$ cat src/rtl/qei_pkg.sv
// Definitions shared by the quadrature decoder stage and its downstream
// velocity/period measurement logic.
package qei_pkg;

  localparam logic DIR_FWD = 1'b1;
  localparam logic DIR_BWD = 1'b0;

  localparam int QEI_VEL_W = 16;
  localparam int QEI_PER_W = 24;

  typedef enum logic {
    PER_IDLE  = 1'b0,
    PER_ARMED = 1'b1
  } per_state_e;

endpackage

$ cat src/rtl/qei_period_timer.sv
// Step-to-step period measurement: counts clk edges between two consecutive
// same-direction steps and flags a stall when the counter tops out.
module qei_period_timer
  import qei_pkg::*;
#(
  parameter int PER_W = QEI_PER_W
) (
  input  logic             clk,
  input  logic             rst,
  input  logic             clr,
  input  logic             step_en,
  input  logic             step_dir,
  output logic [PER_W-1:0] period,
  output logic             period_valid,
  output logic             stalled
);

  localparam logic [PER_W-1:0] CNT_MAX = '1;
  localparam logic [PER_W-1:0] CNT_ONE = PER_W'(1);

  per_state_e       state_reg, state_next;
  logic [PER_W-1:0] cnt_reg, cnt_next;
  logic [PER_W-1:0] period_reg, period_next;
  logic             dir_reg, dir_next;
  logic             period_valid_reg, period_valid_next;
  logic             stalled_reg, stalled_next;

  always_ff @(posedge clk or posedge rst) begin
    if (rst) begin
      state_reg        <= PER_IDLE;
      cnt_reg          <= '0;
      period_reg       <= '0;
      dir_reg          <= DIR_FWD;
      period_valid_reg <= 1'b0;
      stalled_reg      <= 1'b1;
    end else begin
      state_reg        <= state_next;
      cnt_reg          <= cnt_next;
      period_reg       <= period_next;
      dir_reg          <= dir_next;
      period_valid_reg <= period_valid_next;
      stalled_reg      <= stalled_next;
    end
  end

  always_comb begin
    state_next        = state_reg;
    cnt_next          = cnt_reg;
    period_next       = period_reg;
    dir_next          = dir_reg;
    period_valid_next = 1'b0;
    stalled_next      = stalled_reg;
    if (clr) begin
      state_next   = PER_IDLE;
      cnt_next     = '0;
      period_next  = '0;
      stalled_next = 1'b1;
    end else begin
      case (state_reg)
        PER_IDLE: begin
          stalled_next = 1'b1;
          cnt_next     = '0;
          if (step_en) begin
            state_next = PER_ARMED;
            dir_next   = step_dir;
            cnt_next   = CNT_ONE;
          end
        end
        PER_ARMED: begin
          if (step_en) begin
            // A reversal restarts the measurement without publishing.
            if (step_dir == dir_reg) begin
              period_next       = cnt_reg;
              period_valid_next = 1'b1;
              stalled_next      = 1'b0;
            end
            dir_next = step_dir;
            cnt_next = CNT_ONE;
          end else if (cnt_reg == CNT_MAX) begin
            state_next   = PER_IDLE;
            cnt_next     = '0;
            stalled_next = 1'b1;
          end else begin
            cnt_next = cnt_reg + CNT_ONE;
          end
        end
        default: state_next = PER_IDLE;
      endcase
    end
  end

  assign period       = period_reg;
  assign period_valid = period_valid_reg;
  assign stalled      = stalled_reg;

endmodule

$ cat src/rtl/qei_velocity.sv
// Windowed signed velocity (net steps per gate window) plus step-to-step
// period measurement for the quadrature decoder output.
module qei_velocity
  import qei_pkg::*;
#(
  parameter int GATE_CYCLES = 100000,
  parameter int VEL_W       = QEI_VEL_W,
  parameter int PER_W       = QEI_PER_W
) (
  input  logic             clk,
  input  logic             rst,
  input  logic             step_en,
  input  logic             step_dir,
  input  logic             clr,
  output logic [VEL_W-1:0] vel,
  output logic             vel_valid,
  output logic [PER_W-1:0] period,
  output logic             period_valid,
  output logic             stalled
);

  localparam int GW = $clog2(GATE_CYCLES);
  localparam logic [GW-1:0] GATE_LAST = GW'(GATE_CYCLES - 1);
  localparam logic [GW-1:0] GATE_ONE  = GW'(1);
  // Symmetric saturation limits keep |vel| representable in both directions.
  localparam logic signed [VEL_W-1:0] VMAX = {1'b0, {(VEL_W-1){1'b1}}};
  localparam logic signed [VEL_W-1:0] VMIN = -VMAX;
  localparam logic signed [VEL_W-1:0] VONE = VEL_W'(1);

  logic [GW-1:0]           gate_cnt_reg;
  logic signed [VEL_W-1:0] acc_reg, acc_sum;
  logic signed [VEL_W-1:0] vel_reg;
  logic                    vel_valid_reg;
  logic                    terminal;

  assign terminal = (gate_cnt_reg == GATE_LAST);

  always_comb begin
    acc_sum = acc_reg;
    if (step_en) begin
      if (step_dir == DIR_FWD) begin
        if (acc_reg != VMAX) acc_sum = acc_reg + VONE;
      end else if (step_dir == DIR_BWD) begin
        if (acc_reg != VMIN) acc_sum = acc_reg - VONE;
      end
    end
  end

  always_ff @(posedge clk or posedge rst) begin
    if (rst) begin
      gate_cnt_reg  <= '0;
      acc_reg       <= '0;
      vel_reg       <= '0;
      vel_valid_reg <= 1'b0;
    end else begin
      vel_valid_reg <= 1'b0;
      if (clr) begin
        gate_cnt_reg <= '0;
        acc_reg      <= '0;
        vel_reg      <= '0;
      end else if (terminal) begin
        // A step on the terminal cycle is folded into the closing window.
        gate_cnt_reg  <= '0;
        acc_reg       <= '0;
        vel_reg       <= acc_sum;
        vel_valid_reg <= 1'b1;
      end else begin
        gate_cnt_reg <= gate_cnt_reg + GATE_ONE;
        acc_reg      <= acc_sum;
      end
    end
  end

  assign vel       = vel_reg;
  assign vel_valid = vel_valid_reg;

  qei_period_timer #(
    .PER_W(PER_W)
  ) u_period (
    .clk         (clk),
    .rst         (rst),
    .clr         (clr),
    .step_en     (step_en),
    .step_dir    (step_dir),
    .period      (period),
    .period_valid(period_valid),
    .stalled     (stalled)
  );

endmodule

$ cat config.mk
export PLATFORM = sky130hd
export DESIGN_NAME = qei_velocity
export DESIGN_NICKNAME = d
export VERILOG_FILES = /design/src/rtl/qei_pkg.sv /design/src/rtl/qei_period_timer.sv /design/src/rtl/qei_velocity.sv
export SDC_FILE = /design/constraint.sdc
export NUM_CORES = 1
export LEC_CHECK = 0
export BUFFER_PORTS_ARGS = -buffer_cell sky130_fd_sc_hd__buf_4
export CAP_MARGIN = 20
export CORE_ASPECT_RATIO = 0.75
export CORE_MARGIN = 5
export CORE_UTILIZATION = 50
export CTS_CLUSTER_SIZE = 28
export DETAILED_ROUTE_END_ITERATION = 7
export PLACE_DENSITY = 0.69
export SLEW_MARGIN = 5
export SYNTH_ARGS = -nofsm -noshare
export SYNTH_HDL_FRONTEND = slang
export SYNTH_SLANG_ARGS = --single-unit
$ cat constraint.sdc
create_clock -name clk -period 11.9 [get_ports clk]
set_clock_uncertainty 0.2 [all_clocks]
set_input_delay 2.975 -clock clk [delete_from_list [all_inputs] [get_ports clk]]
set_output_delay 2.975 -clock clk [all_outputs]
set_load 0.05 [all_outputs]
# [Word-level counts from Yosys, hierarchy flattened]
# Index checks and enable logic that the tools add are counted.
[word_totals] regBits=102 word_cells=66
[classes] n_addsub=4 n_eq_ne=7 mux=36 bitwise_logic=2 n_reduce_logical=7
[op_table] operator="2-to-1 mux 24 bit" count=7
[op_table] operator="2-to-1 mux 16 bit" count=8
[op_table] operator="case mux 24 bit (2 select lines)" count=1
[op_table] operator="2-to-1 mux 17 bit" count=2
[op_table] operator="inequality test 16 bit (second input constant)" count=2
[op_table] operator="adder 24 x 1 -> 24 bit (second input constant)" count=1
[op_table] operator="equality test 24 bit (second input constant)" count=1
[op_table] operator="adder 17 x 1 -> 17 bit (second input constant)" count=1
[op_table] operator="equality test 17 bit (second input constant)" count=1
[op_table] operator="adder 16 x 2 -> 16 bit (second input constant)" count=1
[op_table] operator="2-to-1 mux 1 bit" count=16
[op_table] operator="subtractor 16 x 2 -> 16 bit (second input constant)" count=1
[op_table] operator="inequality test 4 bit (second input constant)" count=2
[op_table] operator="nonzero test 2 bit" count=4
[op_table] operator="case mux 1 bit (2 select lines)" count=2
[op_table] operator="AND reduction 2 bit" count=2
[op_table] operator="AND reduction 3 bit" count=1
[op_table] operator="inverter 1 bit" count=2
[op_table] operator="equality test 1 bit" count=1

# [Longest topological paths before layout]
# Gate-level depths: netlist of the first run.
[logic_depth] word_depth=6 ltp_mapped=8 ltp_nobuf=7

# [Hierarchy]
# From an unflattened synthesis of the first run, not the netlist that was laid out.
[unflattened] hier_cells=522 hier_area_um2=5301.3
[by_module_without_submodules] module="qei_velocity" n_inst=1 cells_each=322 area_per_inst_um2=3012.9 seq_area_each_um2=1251.2
[by_module_without_submodules] module="qei_period_timer" n_inst=1 cells_each=200 area_per_inst_um2=2288.4 seq_area_each_um2=1303.8

# [Worst setup path before layout of the first run]
# Ideal clock, no wire load.
[synth_timing] path_kind="input port to flip-flop" start="input port step_dir" end="register vel_reg[3] (netlist: vel[3])" setup_time_ps=70 arrival_time_ps=4422 path_slack_ps=7208 stages=6 path_buffers=1 path_cell_list="buf_2 > nor4b_1 > nand2_1 > o22a_1 > or4_1 > nand3_1"
[synth_via] elab_chain_cells=4
[synth_rtl] element="start, declared" line_no="qei_velocity.sv:13" source="input logic step_dir,"
[synth_rtl] element="2-to-1 mux 16 bit" line_no="qei_velocity.sv:41" source="if (step_dir == DIR_FWD) begin"
[synth_rtl] element="2-to-1 mux 16 bit" line_no="qei_velocity.sv:40" source="if (step_en) begin"
[synth_rtl] element="2-to-1 mux 16 bit" line_no="qei_velocity.sv:61" source="end else if (terminal) begin"
[synth_rtl] element="2-to-1 mux 16 bit" line_no="qei_velocity.sv:57" source="if (clr) begin"
[synth_rtl] element="end signal, assigned" line_no="qei_velocity.sv:65" source="vel_reg <= acc_sum;"
[synth_rtl] element="end, declared" line_no="qei_velocity.sv:32" source="logic signed [VEL_W-1:0] vel_reg;"
# No other way between the ends. The select of a mux whose other input is x is not followed.
# A chain may end at the register's enable or synchronous reset.

# [Worst setup path in the final report of the first run]
[layout_timing] start="input port clr" end="register acc_reg[14]"
[layout_via] elab_chain_cells=1
[layout_rtl] element="start, declared" line_no="qei_velocity.sv:14" source="input logic clr,"
[layout_rtl] element="2-to-1 mux 16 bit" line_no="qei_velocity.sv:57"
[layout_rtl] element="end signal, assigned" line_no="qei_velocity.sv:69" source="acc_reg <= acc_sum;"
[layout_rtl] element="end, declared" line_no="qei_velocity.sv:31" source="logic signed [VEL_W-1:0] acc_reg, acc_sum;"
# No other way between the ends.

==> run metrics, run 1 <==
run status=complete, no violations; Root Driver=clkbuf_16; crit path from=clr; clk slew on worst S/H paths=0.06 ns; number of iterations in the first detailed-routing pass=5; minimum clock period=4.83 ns; PnR worst setup slack=7.07 ns; final hold vios=0; hold path start=vel[14]$_DFFE_PP0P_; number of synthesized flops with an enable pin=0; post-synthesis cell count=584; number of fill cells=911; pin count of the biggest net entering global routing=54; WS Path Type=input pin to flop; Rows=32; first-pass GRT wire length=21,900 um; PortBufs=47; DR WL/cell=17.1 um; Core ar.=10,300 sq um; maxcap violations=0; Detail Placement HPWL=8870 um; NumNets Final=618; Synth Register Bits=102; met1 usage=0.305; RR Startpoint=gate_cnt_reg[0]$_DFF_PP0_; DRC=0; RSZ-0062 raised after global routing=false; die area=12,800 sq um; leak pwr=0.00248 uW; share of the yosys chip area belonging to registers=0.482; Synthesized Nets=594; later-pin clock latency in the skew report=0.34 ns; met2 Usage GRT=0.312; maximum vdd drop=0.0000879 V; synth unique cells=62; initial antenna violation count=0; CP startpoint kind=input pin; grt met3 use=0.0564; top_reg_cell synth=dfrtp_1; final antenna-violating net count=0; Critical Path RT=11.97 ns; CTS sink count=102; GPL Wtd Cong=0.988; Initial Util=0.513; Final period util=0.406; DRT iter0 DRCs=328; Critical Path Sink Type=flop; synthesized area=5300 sq um; Layout area overhead=12.7%; DR vias=4,366; Slew headroom=0.306; crit path DAT=4.90 ns; clock buffer depth=2; Ports=48; commonest non-fill, non-tap cell in the layout=dfrtp_1; area of the multi-input gates=2530 sq um; most frequent cells in the layout=100 x dfrtp_1, 86 x nand2_1, 71 x nor2_1; CTS H-tree lvls=3; Final Routed Wirelength=12,800 um; All-Layer GR Usage=0.210; CP Max Fanout=35; Peak Freq=207 MHz; asr flop ratio synth=1.00; cts hold-fix bufs=0; Ant. Diodes=0; TNS Setup=0 ns; grt peak-use layer=met2; Mean Syn Cell Area=9.08 sq um; post-CTS setup buffers=0; CTS tree=yes; worst hold path class=flop to flop; Die W=129 um; grt total ovfl=0; worst-margin pin slew=1.04 ns; CTS Buf Count=9; YS warnings=0; number of global-route vias before repair=4,336; Post-Place Setup Slack=6.71 ns; final setup violation count=0; share of cells above drive strength 1=0.139; Sequential cell area=2550 sq um; CTS resizes=0; Vias/cell=5.83; PwrDens=126 nW/um^2; Die Y=99.2 um; Slew Viols, Final=0
[synthesized netlist by cell type, types with 2 or more instances]
cell type / n / area share
o21ai_0: 15 / 0.014
nand2_1: 86 / 0.061
clkbuf_1: 23 / 0.016
o31a_1: 2 / 0.0033
nand4_1: 21 / 0.025
xnor2_1: 30 / 0.050
ha_1: 5 / 0.012
and3_1: 11 / 0.013
o31ai_1: 6 / 0.0085
and4bb_2: 2 / 0.0047
nor4_1: 6 / 0.0071
o2111ai_1: 2 / 0.0033
nor3_1: 24 / 0.023
and2_1: 5 / 0.0059
and4_1: 7 / 0.012
a21oi_1: 30 / 0.028
inv_1: 13 / 0.0092
o22ai_1: 3 / 0.0035
a311oi_1: 2 / 0.0033
nor4b_1: 4 / 0.0066
xor2_1: 15 / 0.025
a31oi_1: 3 / 0.0035
and3_2: 2 / 0.0028
and4_2: 2 / 0.0038
dfrtp_1: 100 / 0.47
or3_1: 5 / 0.0059
o32ai_1: 2 / 0.0033
o22a_1: 2 / 0.0033
nor2_1: 71 / 0.050
or4_1: 4 / 0.0057
buf_2: 10 / 0.0094
a21boi_0: 3 / 0.0042
dfstp_2: 2 / 0.0099
or2_2: 3 / 0.0035
nor4_4: 3 / 0.012
and3b_1: 2 / 0.0033
nand3_1: 33 / 0.031
[layout make-up]
cell class | instances | share of cell area
clock inverters | 6 | 0.0103
well taps | 136 | 0.0285
repair buffers | 49 | 0.0622
clock buffers | 10 | 0.0383
inverters | 14 | 0.00921
flip-flops and latches | 102 | 0.427
multi-input cells | 432 | 0.424
[critical path, cell delays in order]
cell and delay [ns]:
buf_4 0.23, clkinv_1 0.21, nand2_1 0.64, or4_1 0.73, nor2_1 0.10
[final timing paths]
kind | endpoint | slack, ns | cells after the start
worst max-delay path | acc_reg[14]$_DFF_PP0_ | 7.07 | 5
worst min-delay path | vel[14]$_DFFE_PP0P_ | 0.29 | 2
worst max register to register | acc_reg[14]$_DFF_PP0_ | 8.87 | 6
worst min register to register | vel[14]$_DFFE_PP0P_ | 0.29 | 2
max in group asynchronous | u_period.cnt_reg[2]$_DFF_PP0_ | 7.87 | 3
min in group asynchronous | u_period.period[6]$_DFFE_PP0P_ | 2.52 | 2
[metrics by stage]
stage	util	power [uW]	hold WS (ns)	instances	instance area, sq um
CTS	0.578	756	0.293	748	5970
finish	0.579	751	0.286	749	5980
detailed placement	0.549	464	0.278	732	5680
floorplan	-	444	0.255	584	5300
global route	0.579	786	0.303	749	5980
global placement	0.549	463	0.261	732	5680
[power by group]
group | total [uW] | internal, uW | switching [uW]
Combinational | 85.6 | 29.8 | 55.8
Clock | 291 | 163 | 129
Sequential | 374 | 355 | 19.3
Total | 751 | 547 | 204
[metal layers]
layer  share of wire  up-vias
li1                -     2097
met1            0.48     2153
met2            0.45       99
met3           0.051       17
met4           0.015        0
met5               0        -
[kinds of logic (layout without fill, tap and decap cells)]
kind of cell    after synthesis  after routing  synth area share
compound gates               80             80            0.0946
xor+xnor                     45             45            0.0743
fa+ha+maj                     5              5            0.0118
buf+inv                      50             79            0.0401
flops                       102            102             0.482
mux                           1              1           0.00189
simple gates                301            301             0.295
Note: power is estimated with default switching activity, not from simulation.
==> run 2: changes to the inputs <==
==> constraint.sdc (replaced) <==
create_clock -name clk -period 4.9 [get_ports clk]
set_clock_uncertainty 0.2 [all_clocks]
set_input_delay 1.225 -clock clk [delete_from_list [all_inputs] [get_ports clk]]
set_output_delay 1.225 -clock clk [all_outputs]
set_load 0.05 [all_outputs]
==> run 2 against run 1 <==
  * Register-to-register slack worse by 7.1 ns
  * Sequential share of layout area down 0.25 points
  * Hold slack worse by 0.0035 ns
  * Via count up 0.89%
  * Largest power group unchanged
  * Critical endpoint unchanged
==> run metrics, run 2 (synthesis gave the netlist of run 1 again) <==
GPL Wtd Cong=0.918; CP startpoint kind=input pin; DRT iter0 DRCs=492; Final period util=0.637; Slew Viols, Final=0; first-pass GRT wire length=22,200 um; final hold vios=0; Ant. Diodes=0; CTS resizes=0; commonest non-fill, non-tap cell in the layout=dfrtp_1; All-Layer GR Usage=0.214; cts hold-fix bufs=0; DRC=0; CTS sink count=102; worst-margin pin slew=1.09 ns; number of global-route vias before repair=4,243; pin count of the biggest net entering global routing=83; clock buffer depth=2; final non-filler cell total=749; placed instance count=732; DR WL/cell=17.5 um; number of fill cells=919; CTS H-tree lvls=3; Die Y=99.2 um; share of cells above drive strength 1=0.139; maximum vdd drop=0.000197 V; later-pin clock latency in the skew report=0.34 ns; DR vias=4,405; post-CTS setup buffers=0; clk slew on worst S/H paths=0.07 ns; worst hold path class=flop to flop; number of iterations in the first detailed-routing pass=5; WS Path Type=input pin to flop; PwrDens=310 nW/um^2; final antenna-violating net count=0; minimum clock period=3.12 ns; TNS Setup=0 ns; maxcap violations=0; Placed Area=5680 sq um; Ports=48; Root Driver=clkbuf_16; grt total ovfl=0; most frequent cells in the layout=100 x dfrtp_1, 86 x nand2_1, 71 x nor2_1; CP Max Fanout=35; Vias/cell=5.88; Rows=32; Layout area overhead=13.4%; Detail Placement HPWL=9100 um; initial antenna violation count=0; Critical Path RT=4.98 ns; Peak Freq=320 MHz; leak pwr=0.00249 uW; CTS Buf Count=9; Critical Path Sink Type=flop; die area=12,800 sq um; Slew headroom=0.270; Final Routed Wirelength=13,100 um; PortBufs=47; total power=1860 uW; crit path DAT=3.20 ns; fin area=6010 sq um; RSZ-0062 raised after global routing=false; run status=complete, no violations; final setup violation count=0; Initial Util=0.513; Die W=129 um; Core ar.=10,300 sq um; CTS tree=yes; NumNets Final=618
## run 2: cell types whose count changed in the layout (fill, tap and decap cells not counted), sizes merged
| cell | change |
|---|---|
| clkinv | -2 |
| inv | +1 |
| clkbuf | +1 |
## run 2: routing by layer
metal | up-vias | global-route usage | routed length, um
met3 | 24 | 0.0424 | 578
met4 | 0 | 0.0605 | 212
met2 | 111 | 0.316 | 5890
met5 | - | 0 | 0
met1 | 2170 | 0.319 | 6440
li1 | 2100 | - | -
## run 2: worst paths after layout
kind | startpoint | slack [ns] | endpoint | cells after the start
worst max-delay path | clr | 1.78 | acc_reg[14]$_DFF_PP0_ | 5
worst min-delay path | vel[9]$_DFFE_PP0P_ | 0.28 | vel[9]$_DFFE_PP0P_ | 2
worst max register to register | gate_cnt_reg[0]$_DFF_PP0_ | 1.81 | acc_reg[14]$_DFF_PP0_ | 6
worst min register to register | vel[9]$_DFFE_PP0P_ | 0.28 | vel[9]$_DFFE_PP0P_ | 2
max in group asynchronous | rst | 3.17 | vel[14]$_DFFE_PP0P_ | 3
min in group asynchronous | rst | 0.68 | u_period.period[5]$_DFFE_PP0P_ | 2
## run 2: critical path: stages
cell and delay, ns:
buf_4 0.23, clkinv_1 0.21, nand2_1 0.67, or4_1 0.75, nor2_1 0.10
## run 2: final cells by class
class / count / area [sq um] / share of cell area
Clock inverter: 5 / 66.3 / 0.0110
Multi-Input combinational cell: 432 / 2530 / 0.422
Timing Repair Buffer: 49 / 388 / 0.0645
Sequential cell: 102 / 2550 / 0.425
Inverter: 14 / 55.1 / 0.00916
Clock buffer: 11 / 243 / 0.0404
Tap cell: 136 / 170 / 0.0283
## run 2: stage by stage
stage / utilization / hold slack [ns] / setup slack (ns)
2_1_floorplan: - / 0.255 / 0.803
3_3_place_gp: 0.549 / 0.262 / 1.49
3_5_place_dp: 0.549 / 0.268 / 1.43
4_1_cts: 0.579 / 0.284 / 1.78
5_1_grt: 0.582 / 0.316 / 1.63
6_report: 0.582 / 0.282 / 1.78
## run 2: power breakdown
part	total, uW	internal, uW	switching (uW)
sequential	907	861	46.0
clock	745	417	328
combinational	208	73.9	135
==> run 3: changes to the inputs <==
--- a/config.mk
+++ b/config.mk
@@ -5,6 +5,7 @@
 export SDC_FILE = /design/constraint.sdc
 export NUM_CORES = 1
 export LEC_CHECK = 0
+export ABC_AREA = 1
 export BUFFER_PORTS_ARGS = -buffer_cell sky130_fd_sc_hd__buf_4
 export CAP_MARGIN = 20
 export CORE_ASPECT_RATIO = 0.75
==> constraint.sdc (replaced) <==
create_clock -name clk -period 3 [get_ports clk]
set_clock_uncertainty 0.2 [all_clocks]
set_input_delay 0.75 -clock clk [delete_from_list [all_inputs] [get_ports clk]]
set_output_delay 0.75 -clock clk [all_outputs]
set_load 0.05 [all_outputs]
==> run 3 against run 2 <==
  * Clock power increased by 72%
  * Critical path type is now flop to flop
  * Critical path depth increased by 5
  * Sequential power increased by 59%
  * Area after synthesis increased by 7.4%
  * Register-to-register slack got worse by 1.2 ns
==> run metrics, run 3 <==
R2R Setup Slk=0.58 ns; worst-margin pin slew=0.644 ns; Final period util=0.805; combinational share of power=0.110; Layout area overhead=13.8%; sequential share of power=0.471; Yosys top cell by area=dfrtp_1; clk slew on worst S/H paths=0.07 ns; WS Path Type=flop to flop; CP Max Fanout=11; hold worst-path end=gate_cnt_reg[0]$_DFF_PP0_; synth unique cells=33; cts hold-fix bufs=0; Initial Util=0.517; Die W=133 um; Peak Freq=414 MHz; Slew headroom=0.570; CTS sink count=102; final non-filler cell total=967; final hold slack=0.267 ns; Clk pwr share=0.419; maximum vdd drop=0.000345 V; final hold vios=0; top post-synthesis cells by area=dfrtp_1 44%, nand2_1 16%, nand3_1 8.5%; hold depth=1; CP startpoint kind=flop; hold path start=gate_cnt_reg[0]$_DFF_PP0_; post-synthesis cell count=785; grt total ovfl=0; Rows=33; Final Routed Wirelength=14,400 um; final setup violation count=0; DR vias=5,128; Mean Syn Cell Area=7.26 sq um; NumNets Final=833; All-Layer GR Usage=0.219; PwrDens=473 nW/um^2; area fraction of the dominant cell type after synthesis=0.439; internal power=2260 uW; asr flop ratio synth=1.00; post-CTS setup buffers=0; DR WL/cell=14.9 um; Vias/cell=5.30; later-pin clock latency in the skew report=0.35 ns; run status=complete, no violations; CTS tree=yes; number of iterations in the first detailed-routing pass=5; DRT iter0 DRCs=375; YS warnings=0; clock buffer depth=2; maxcap violations=0; Detail Placement HPWL=10,200 um; worst hold path class=flop to flop; Critical Path RT=3.03 ns; final antenna-violating net count=0; Core ar.=11,000 sq um; list of most frequent post-synthesis cells=243 x nand2_1, 106 x nor2_1, 100 x dfrtp_1; Placed Area=6160 sq um; first-pass GRT wire length=24,100 um; number of synthesized flops with an enable pin=0; DRC=0; Ant. Diodes=0; fin area=6480 sq um; most frequent cell after synthesis=nand2_1; PortBufs=47; commonest non-fill, non-tap cell in the layout=nand2_1; Slew Viols, Final=0; GPL Wtd Cong=0.942; RSZ-0062 raised after global routing=false; RR Startpoint=acc_reg[0]$_DFF_PP0_; Root Driver=clkbuf_16; number of global-route vias before repair=4,842; Ports=48; minimum clock period=2.42 ns; Synth Register Bits=102; initial antenna violation count=0; CTS H-tree lvls=3; TNS Setup=0 ns; crit path DAT=2.45 ns; placed instance count=952; Synthesized Nets=795; leak pwr=0.00314 uW; Sw Ratio=0.263; CTS Buf Count=9; CTS resizes=0; RR Endpoint=vel[15]$_DFFE_PP0P_; share of cells above drive strength 1=0.115; share of the yosys chip area belonging to registers=0.449; r2r worst-path depth=10; sw power=805 uW; Critical Path Sink Type=flop; top_reg_cell synth=dfrtp_1; Die Y=102 um; pin count of the biggest net entering global routing=46; synthesized area=5700 sq um; most frequent cells in the layout=243 x nand2_1, 106 x nor2_1, 100 x dfrtp_1; die area=13,600 sq um
[run 3: cell types whose count changed after synthesis, moves of 8 or more]
cell	before	now
o21ai_0	15	30
and3_1	11	1
nand3_1	33	97
clkbuf_1	23	3
nor2_2	0	8
nand2_1	86	243
xnor2_1	30	1
xor2_1	15	24
a21oi_1	30	12
nor2_1	71	106
buf_2	10	19
inv_1	13	66
[run 3: layer usage]
layer / routed length, um / GRT usage / up-vias
li1: - / - / 2584
met1: 7430 / 0.338 / 2380
met5: 0 / 0 / -
met3: 908 / 0.0472 / 15
met2: 5980 / 0.313 / 149
met4: 127 / 0.0561 / 0
[run 3: stage by stage]
stage / worst slack, ns / util / power, uW
after global placement: 0.571 / 0.559 / 1800
final: 0.584 / 0.588 / 3060
after detailed placement: 0.561 / 0.559 / 1800
after CTS: 0.634 / 0.588 / 3080
after global routing: 0.382 / 0.588 / 3200
after floorplan: 0.834 / - / 1720
[run 3: worst max path at each step]
| stage | startpoint | to | cells past startpoint |
|---|---|---|---|
| after CTS | acc_reg[0]$_DFF_PP0_ | acc_reg[15]$_DFF_PP0_ | 10 |
| after global routing | acc_reg[0]$_DFF_PP0_ | vel[15]$_DFFE_PP0P_ | 10 |
| after global placement | step_dir | vel[0]$_DFFE_PP0P_ | 9 |
| after detailed placement | step_dir | vel[0]$_DFFE_PP0P_ | 8 |
| after floorplan | rst | acc_reg[0]$_DFF_PP0_ | 1 |
| final | acc_reg[0]$_DFF_PP0_ | vel[15]$_DFFE_PP0P_ | 10 |
[run 3: layout make-up]
type	instances	area [sq um]
well taps	140	175
repair buffers	54	418
flip-flops and latches	102	2550
multi-input cells	585	2740
inverters	71	270
clock buffers	11	243
fillers	1007	4540
clock inverters	4	77.6
[run 3: critical path, stage by stage (launching register included)]
cell and delay, ns:
dfrtp_1 0.47, ha_1 0.25, nand2_1 0.08, nor2_2 0.19
nand4_1 0.53, nand3_1 0.27, nand2_1 0.07, nand2_1 0.06
nand2_1 0.06, nand3_1 0.08, nand2_1 0.05
[run 3: cell families (layout without fill, tap and decap cells)]
logic type / Yosys count / after routing / share of synthesized area
adder cells (fa/ha/maj): 5 / 5 / 0.0110
AO/OA/AOI/OAI: 46 / 46 / 0.0404
AND/OR/NAND/NOR: 508 / 508 / 0.389
buffers and inverters: 98 / 140 / 0.0701
flip-flops: 102 / 102 / 0.449
XOR/XNOR: 26 / 26 / 0.0413
[run 3: power by group through the flow]
stage	Clock, uW	Sequential (uW)	Combinational (uW)
2_1_floorplan	0	1460	260
3_3_place_gp	0	1470	331
3_5_place_dp	0	1470	335
4_1_cts	1300	1440	337
5_1_grt	1370	1450	386
6_report	1280	1440	338
